`src/rtl/inst_fetch_bridge_pkg.sv`:
```
// Shared types and constants for the instruction-fetch bridge.
// Byte-lane width, fetch FSM encoding and word-alignment helper.
package inst_fetch_bridge_pkg;

  localparam int InstAddrBus = 32;
  localparam int InstBus     = 32;
  localparam int MemBus      = 8;
  localparam int FetchBytes  = 4;

  typedef enum logic [1:0] {
    FetchIdle  = 2'd0,
    FetchFetch = 2'd1,
    FetchFill  = 2'd2
  } fetch_state_e;

  function automatic logic [InstAddrBus-1:0] word_base(
    input logic [InstAddrBus-1:0] a
  );
    return a & ~32'd3;
  endfunction

endpackage

```
`src/rtl/inst_fetch_bridge_if.sv`:
```
// Byte-wide synchronous RAM port seen by the fetch bridge.
// master = bridge (issues requests), slave = RAM.
interface inst_fetch_bridge_if;
  import inst_fetch_bridge_pkg::*;

  logic [InstAddrBus-1:0] mem_a_o;
  logic                   mem_re_o;
  logic                   mem_busy_i;
  logic [MemBus-1:0]      mem_din_i;

  modport master (
    output mem_a_o,
    output mem_re_o,
    input  mem_busy_i,
    input  mem_din_i
  );

  modport slave (
    input  mem_a_o,
    input  mem_re_o,
    output mem_busy_i,
    output mem_din_i
  );

endinterface

```
`src/rtl/inst_fetch_bridge.sv`:
```
// Serves 32-bit fetch words from a byte-wide RAM through a
// one-entry word buffer; stalls the core until the word is held.
module inst_fetch_bridge
  import inst_fetch_bridge_pkg::*;
(
  input  logic                   clk,
  input  logic                   rst,
  input  logic                   rom_ce_i,
  input  logic [InstAddrBus-1:0] rom_addr_i,
  output logic [InstBus-1:0]     rom_data_o,
  output logic                   stallreq_o,
  inst_fetch_bridge_if.master    mem
);

  fetch_state_e state;

  logic                   buf_valid;
  logic [29:0]            buf_tag;
  logic [InstBus-1:0]     buf_word;
  logic [InstBus-1:0]     staging;
  logic [InstBus-1:0]     cap_word;
  logic [InstAddrBus-1:0] base;
  logic [2:0]             icnt;
  logic [2:0]             icnt_nx;
  logic [1:0]             ccnt;
  logic                   pend;

  logic hit;
  logic abort;
  logic accept;
  logic last_cap;

  assign hit = rom_ce_i & buf_valid
             & (buf_tag == rom_addr_i[31:2]);

  assign stallreq_o = rst & rom_ce_i & ~hit;
  assign rom_data_o = hit ? buf_word : '0;

  assign abort = ~rom_ce_i
               | (rom_addr_i[31:2] != base[31:2]);

  assign accept = (state == FetchFetch)
                & ~mem.mem_busy_i;

  assign icnt_nx = icnt + 3'd1;

  assign last_cap = (state == FetchFill)
                  & pend & (ccnt == 2'd3);

  // Staging word with the incoming byte merged into lane ccnt.
  always_comb begin
    cap_word = staging;
    cap_word[{ccnt, 3'b000} +: MemBus] = mem.mem_din_i;
  end

  always_ff @(posedge clk or negedge rst) begin
    if (!rst) begin
      state        <= FetchIdle;
      buf_valid    <= 1'b0;
      buf_tag      <= '0;
      buf_word     <= '0;
      staging      <= '0;
      base         <= '0;
      icnt         <= '0;
      ccnt         <= '0;
      pend         <= 1'b0;
      mem.mem_a_o  <= '0;
      mem.mem_re_o <= 1'b0;
    end else begin
      unique case (state)
        FetchIdle: begin
          pend <= 1'b0;
          if (rom_ce_i && !hit) begin
            state        <= FetchFetch;
            base         <= word_base(rom_addr_i);
            icnt         <= '0;
            ccnt         <= '0;
            staging      <= '0;
            mem.mem_a_o  <= word_base(rom_addr_i);
            mem.mem_re_o <= 1'b1;
          end
        end
        FetchFetch, FetchFill: begin
          if (abort) begin
            // Buffer keeps its old word; partial data is dropped.
            state        <= FetchIdle;
            pend         <= 1'b0;
            icnt         <= '0;
            ccnt         <= '0;
            staging      <= '0;
            mem.mem_re_o <= 1'b0;
          end else begin
            pend <= accept;
            if (pend) begin
              staging <= cap_word;
              ccnt    <= ccnt + 2'd1;
            end
            if (accept) begin
              icnt <= icnt_nx;
              if (icnt_nx == 3'(FetchBytes)) begin
                state        <= FetchFill;
                mem.mem_re_o <= 1'b0;
              end else begin
                mem.mem_a_o <= base + {29'd0, icnt_nx};
              end
            end
            if (last_cap) begin
              buf_word  <= cap_word;
              buf_tag   <= base[31:2];
              buf_valid <= 1'b1;
              state     <= FetchIdle;
            end
          end
        end
        default: begin
          state        <= FetchIdle;
          pend         <= 1'b0;
          mem.mem_re_o <= 1'b0;
        end
      endcase
    end
  end

endmodule

```
`src/flat_wrapper.sv`:
```
// flat-port wrapper written by rule: the top's interface ports become plain ports
module inst_fetch_bridge_flat import inst_fetch_bridge_pkg::*;
  (clk, rst, rom_ce_i, rom_addr_i, rom_data_o, stallreq_o, mem_mem_a_o, mem_mem_re_o, mem_mem_busy_i, mem_mem_din_i);
  inst_fetch_bridge_if mem_i ();
  input  logic clk;
  input  logic rst;
  input  logic rom_ce_i;
  input  logic [InstAddrBus-1:0] rom_addr_i;
  output logic [InstBus-1:0] rom_data_o;
  output logic stallreq_o;
  output wire logic [$bits(mem_i.mem_a_o)-1:0] mem_mem_a_o;
  output wire logic [$bits(mem_i.mem_re_o)-1:0] mem_mem_re_o;
  input wire logic [$bits(mem_i.mem_busy_i)-1:0] mem_mem_busy_i;
  input wire logic [$bits(mem_i.mem_din_i)-1:0] mem_mem_din_i;
  assign mem_mem_a_o = mem_i.mem_a_o;
  assign mem_mem_re_o = mem_i.mem_re_o;
  assign mem_i.mem_busy_i = mem_mem_busy_i;
  assign mem_i.mem_din_i = mem_mem_din_i;
  inst_fetch_bridge u_core (.clk(clk), .rst(rst), .rom_ce_i(rom_ce_i), .rom_addr_i(rom_addr_i), .rom_data_o(rom_data_o), .stallreq_o(stallreq_o), .mem(mem_i));
endmodule
```
`config.mk`:
```
export PLATFORM = sky130hd
export DESIGN_NAME = inst_fetch_bridge_flat
export DESIGN_NICKNAME = d
export VERILOG_FILES = /design/src/rtl/inst_fetch_bridge_pkg.sv /design/src/rtl/inst_fetch_bridge_if.sv /design/src/rtl/inst_fetch_bridge.sv /design/src/flat_wrapper.sv
export SDC_FILE = /design/constraint.sdc
export NUM_CORES = 1
export LEC_CHECK = 0
export CAP_MARGIN = 20
export CORE_MARGIN = 2
export CORE_UTILIZATION = 45
export CTS_CLUSTER_SIZE = 28
export DETAILED_ROUTE_END_ITERATION = 12
export MAX_ROUTING_LAYER = met4
export PLACE_DENSITY = 0.67
export SLEW_MARGIN = 25
export SYNTH_ARGS = -nofsm -noshare
export SYNTH_HDL_FRONTEND = slang
export SYNTH_SLANG_ARGS = --single-unit
export TNS_END_PERCENT = 30
```
`constraint.sdc`:
```
create_clock -name clk -period 3.8 [get_ports clk]
set_clock_uncertainty 0.05 [all_clocks]
set_input_delay 0.95 -clock clk [delete_from_list [all_inputs] [get_ports clk]]
set_output_delay 0.95 -clock clk [all_outputs]
set_load 0.05 [all_outputs]
```
==> flow_metrics.py <==
metrics = {
    "status": {
        "outcome": "finished with violations",
        "violations": "negative setup slack",
    },
    "synth": {
        "dominantRegCellSynth": "dfrtp_1",
        "synth-edff-count": 0,
        "yosysSeqAreaShare_pct": 47.7,
        "synth_cell_types": 46,
        "syn_nets": 868,
        "netlist_instances": 811,
        "async_flop_share_pct": 100,
        "syn_area_um2": 8710,
        "yosys_warnings": 0,
        "syn_avg_cell_area_um2": 10.7,
        "synth-seq-cells": 166,
    },
    "worst_setup_path": {
        "ff2ff_path_depth": 12,
        "rr_endpoint": "u_core.mem.mem_a_o[20]",
        "path_max_fanout": 8,
        "startpoint_type": "input port",
        "end_kind": "output pin",
        "criticalPathCategory": "input port to output pin",
        "r2r_setup_slack_ns": 0.85,
        "r2r_start": "u_core.icnt[0]",
        "required_ns": 2.80,
        "cp.arrival_ns": 2.81,
    },
    "clock_tree": {
        "clockRootBuffer": "clkbuf_16",
        "cts_sinks": 166,
        "clk_pin_slew_worst_paths_ns": 0.07,
        "clock_latency_ns": 0.44,
        "tritoncts": "built",
        "cts_buffer_depth": 2,
        "htree_num_levels": 4,
        "cts_made_buffers": 17,
    },
    "final_layout": {
        "syn2layout_area_growth_pct": 35.0,
        "post-route-util_pct": 62.5,
        "stdcell_area_um2": 11800,
        "fillers": 1518,
        "drive_above_1_share_pct": 36.4,
        "antennaDiodeCount": 0,
        "fin_nets": 1031,
    },
    "timing": {
        "hold_viol_final": 0,
        "fin_ws_ns": -0.0142,
        "final-max-slew-violation-count": 0,
        "period_needed_ns": 3.81,
        "rsz0062_at_grt": "true",
        "slew_headroom_pct": 30.4,
        "fin_hold_ws_ns": 0.424,
        "tightest_slew_ns": 1.04,
        "max_freq_mhz": 262,
        "setup_viol": 16,
        "finalCritPeriodShare_pct": 100,
    },
    "floorplanning": {
        "fp.dieH_um": 143,
        "start_util_pct": 46.3,
        "core_um2": 18800,
        "rows": 50,
        "die_area_um2": 20500,
        "die_w_um": 143,
        "pin_count": 110,
    },
    "pwr": {
        "peakVddDrop_mv": 0.591,
        "total_leakage_power_nw": 5.10,
        "p_total_mw": 6.93,
        "powerDensity_nw_per_um2": 589,
    },
    "placed_design": {
        "numPortBuffers": 107,
        "dpl_cell_area_um2": 10800,
        "place.gp.congestion": 0.878,
        "dp_hpwl_um": 15400,
    },
    "grt": {
        "first_global_vias": 6628,
        "grt-ovfl-total": 0,
        "grt_max_degree": 68,
        "antenna_found_initial": 0,
        "grt_pass1_wl_um": 35400,
        "grt_util_all_layers_pct": 23.1,
    },
    "detailed_routing": {
        "drt_pass1_iterations": 5,
        "ant_nets": 0,
        "drc": 0,
        "vias_per_cell": 5.38,
        "num_vias": 6708,
        "wirelength_um": 22100,
        "detail_route.wl_per_cell_um": 17.7,
        "drtIter0Drc": 512,
    },
    "hold_path": {
        "whs_endpoint": "u_core.buf_valid",
        "min-delay-start": "u_core.buf_valid",
        "min_path_type": "flop to flop",
        "min_path_cells": 1,
    },
    "run": {
        "max-cap-violations": 0,
    },
}
## area by class of cell
cell class | count | area (um^2) | area share [%]
multi-input combinational | 552 | 4420 | 37.5
tap | 260 | 325 | 2.77
clock buffer | 17 | 425 | 3.62
clock inverter | 15 | 205 | 1.74
sequential | 166 | 4150 | 35.3
timing repair buffer | 192 | 2070 | 17.6
inverter | 45 | 169 | 1.44
## worst max-delay path: stages
cell and delay, ns:
clkdlybuf4s15_1 0.25, xnor2_2 0.21, nand4_1 0.11, or4_4 0.52, nor2_4 0.23, buf_12 0.15
buf_12 0.11, and2_4 0.15, buf_12 0.13
## per-stage QoR
stage / cells / TNS, ns / setup WS (ns)
after floorplan: 811 / 0 / 0.157
after global placement: 1199 / -12.99 / -0.387
after detailed placement: 1199 / -14.02 / -0.401
after CTS: 1242 / -1.19 / -0.0792
after global routing: 1247 / -2.29 / -0.103
final: 1247 / -0.155 / -0.0142
## cell usage after synthesis (2+ instances only)
cell type | count | share of area (%)
clkbuf_1 | 28 | 1.2
and3_1 | 2 | 0.14
or4_1 | 2 | 0.17
xor2_1 | 34 | 3.4
dfrtp_1 | 166 | 48
buf_2 | 11 | 0.63
ha_1 | 13 | 1.9
a221oi_1 | 6 | 0.60
mux2_2 | 121 | 16
nand2_1 | 56 | 2.4
a21oi_1 | 33 | 1.9
nor4_1 | 11 | 0.79
inv_1 | 45 | 1.9
and2_1 | 32 | 2.3
o21ai_0 | 35 | 2.0
buf_4 | 3 | 0.26
o2bb2ai_1 | 2 | 0.20
nand3_1 | 17 | 0.98
nor3_1 | 4 | 0.23
o211ai_1 | 5 | 0.43
o22ai_1 | 32 | 2.3
mux2_1 | 4 | 0.52
nand2b_1 | 3 | 0.22
nand4b_1 | 2 | 0.20
nor4bb_1 | 2 | 0.23
nor2_1 | 39 | 1.7
xnor2_1 | 54 | 5.4
nand4_1 | 24 | 1.7
o2111ai_1 | 3 | 0.30
buf_6 | 6 | 0.78
## cells in the final DEF, fill, tap and decap left out, types with 4 or more instances in the layout
cell type,n
clkinv_8,6
o21ai_0,35
nand4_1,24
mux2_1,4
ha_1,12
nor3_1,4
nand2_1,56
clkbuf_2,10
buf_4,76
nor4_1,11
xnor2_1,30
nor2_1,38
and2_4,32
mux2_2,121
dlygate4sd2_1,5
o211ai_1,5
dfrtp_1,166
a21oi_1,33
nand3_1,17
a221oi_1,6
buf_12,39
buf_2,7
clkdlybuf4s15_1,6
xnor2_2,24
clkdlybuf4s50_1,42
inv_1,45
o22ai_1,32
clkbuf_16,18
xor2_1,34
## sequential cells by signal (all words and copies together) (netlist names)
| name | flops |
|---|---|
| u_core.state | 2 |
| u_core.ccnt | 2 |
| u_core.staging | 32 |
| u_core.buf_valid | 1 |
| u_core.buf_tag | 30 |
| u_core.icnt | 3 |
| u_core.base | 30 |
| u_core.mem.mem_a_o | 32 |
| u_core.mem.mem_re_o | 1 |
| u_core.buf_word | 32 |
| u_core.pend | 1 |
## what timing repair did
action | CTS | global route
gates cloned | 2 | 0
buffers inserted | 9 | 4
resized for setup | 107 | 42
pin swaps | 27 | 36
setup endpoints to repair | 33 | 32
hold buffers | 0 | 0
## routing by layer
| metal | vias up | global-route usage (%) | wire, um |
|---|---|---|---|
| met5 | - | - | 0 |
| met4 | 0 | 6.67 | 387 |
| met3 | 34 | 4.53 | 1130 |
| met2 | 212 | 38.5 | 11200 |
| met1 | 3296 | 28.7 | 9360 |
| li1 | 3166 | - | - |
## where the power goes
part | internal, mW | switching (mW) | leakage (nW)
registers | 2.11 | 0.410 | 2.17
clock network | 0.956 | 0.841 | 0.305
logic | 1.12 | 1.48 | 2.63
## worst max-delay path by stage
stage / startpoint / endpoint / slack [ns] / depth (start not counted)
final: rom_addr_i[31] / rom_data_o[19] / -0.01 / 9
after global routing: rom_addr_i[21] / rom_data_o[19] / -0.10 / 9
after CTS: rom_addr_i[11] / rom_data_o[2] / -0.08 / 8
after detailed placement: rom_addr_i[25] / rom_data_o[10] / -0.40 / 8
after global placement: rom_addr_i[25] / rom_data_o[6] / -0.39 / 8
after floorplan: rom_addr_i[25] / rom_data_o[10] / 0.16 / 6
## logic make-up after synthesis
| family | count (synthesis) | share of synthesized area, % |
|---|---|---|
| DFF | 166 | 47.7 |
| adders and majority gates | 13 | 1.87 |
| and+or+nand+nor | 201 | 12.1 |
| xor gates and xnor gates | 88 | 8.85 |
| AOI/OAI and AO/OA | 124 | 8.46 |
| muxes | 126 | 16.3 |
| buffers and inverters | 93 | 4.81 |
No activity file was read; power rests on OpenSTA's default activity.
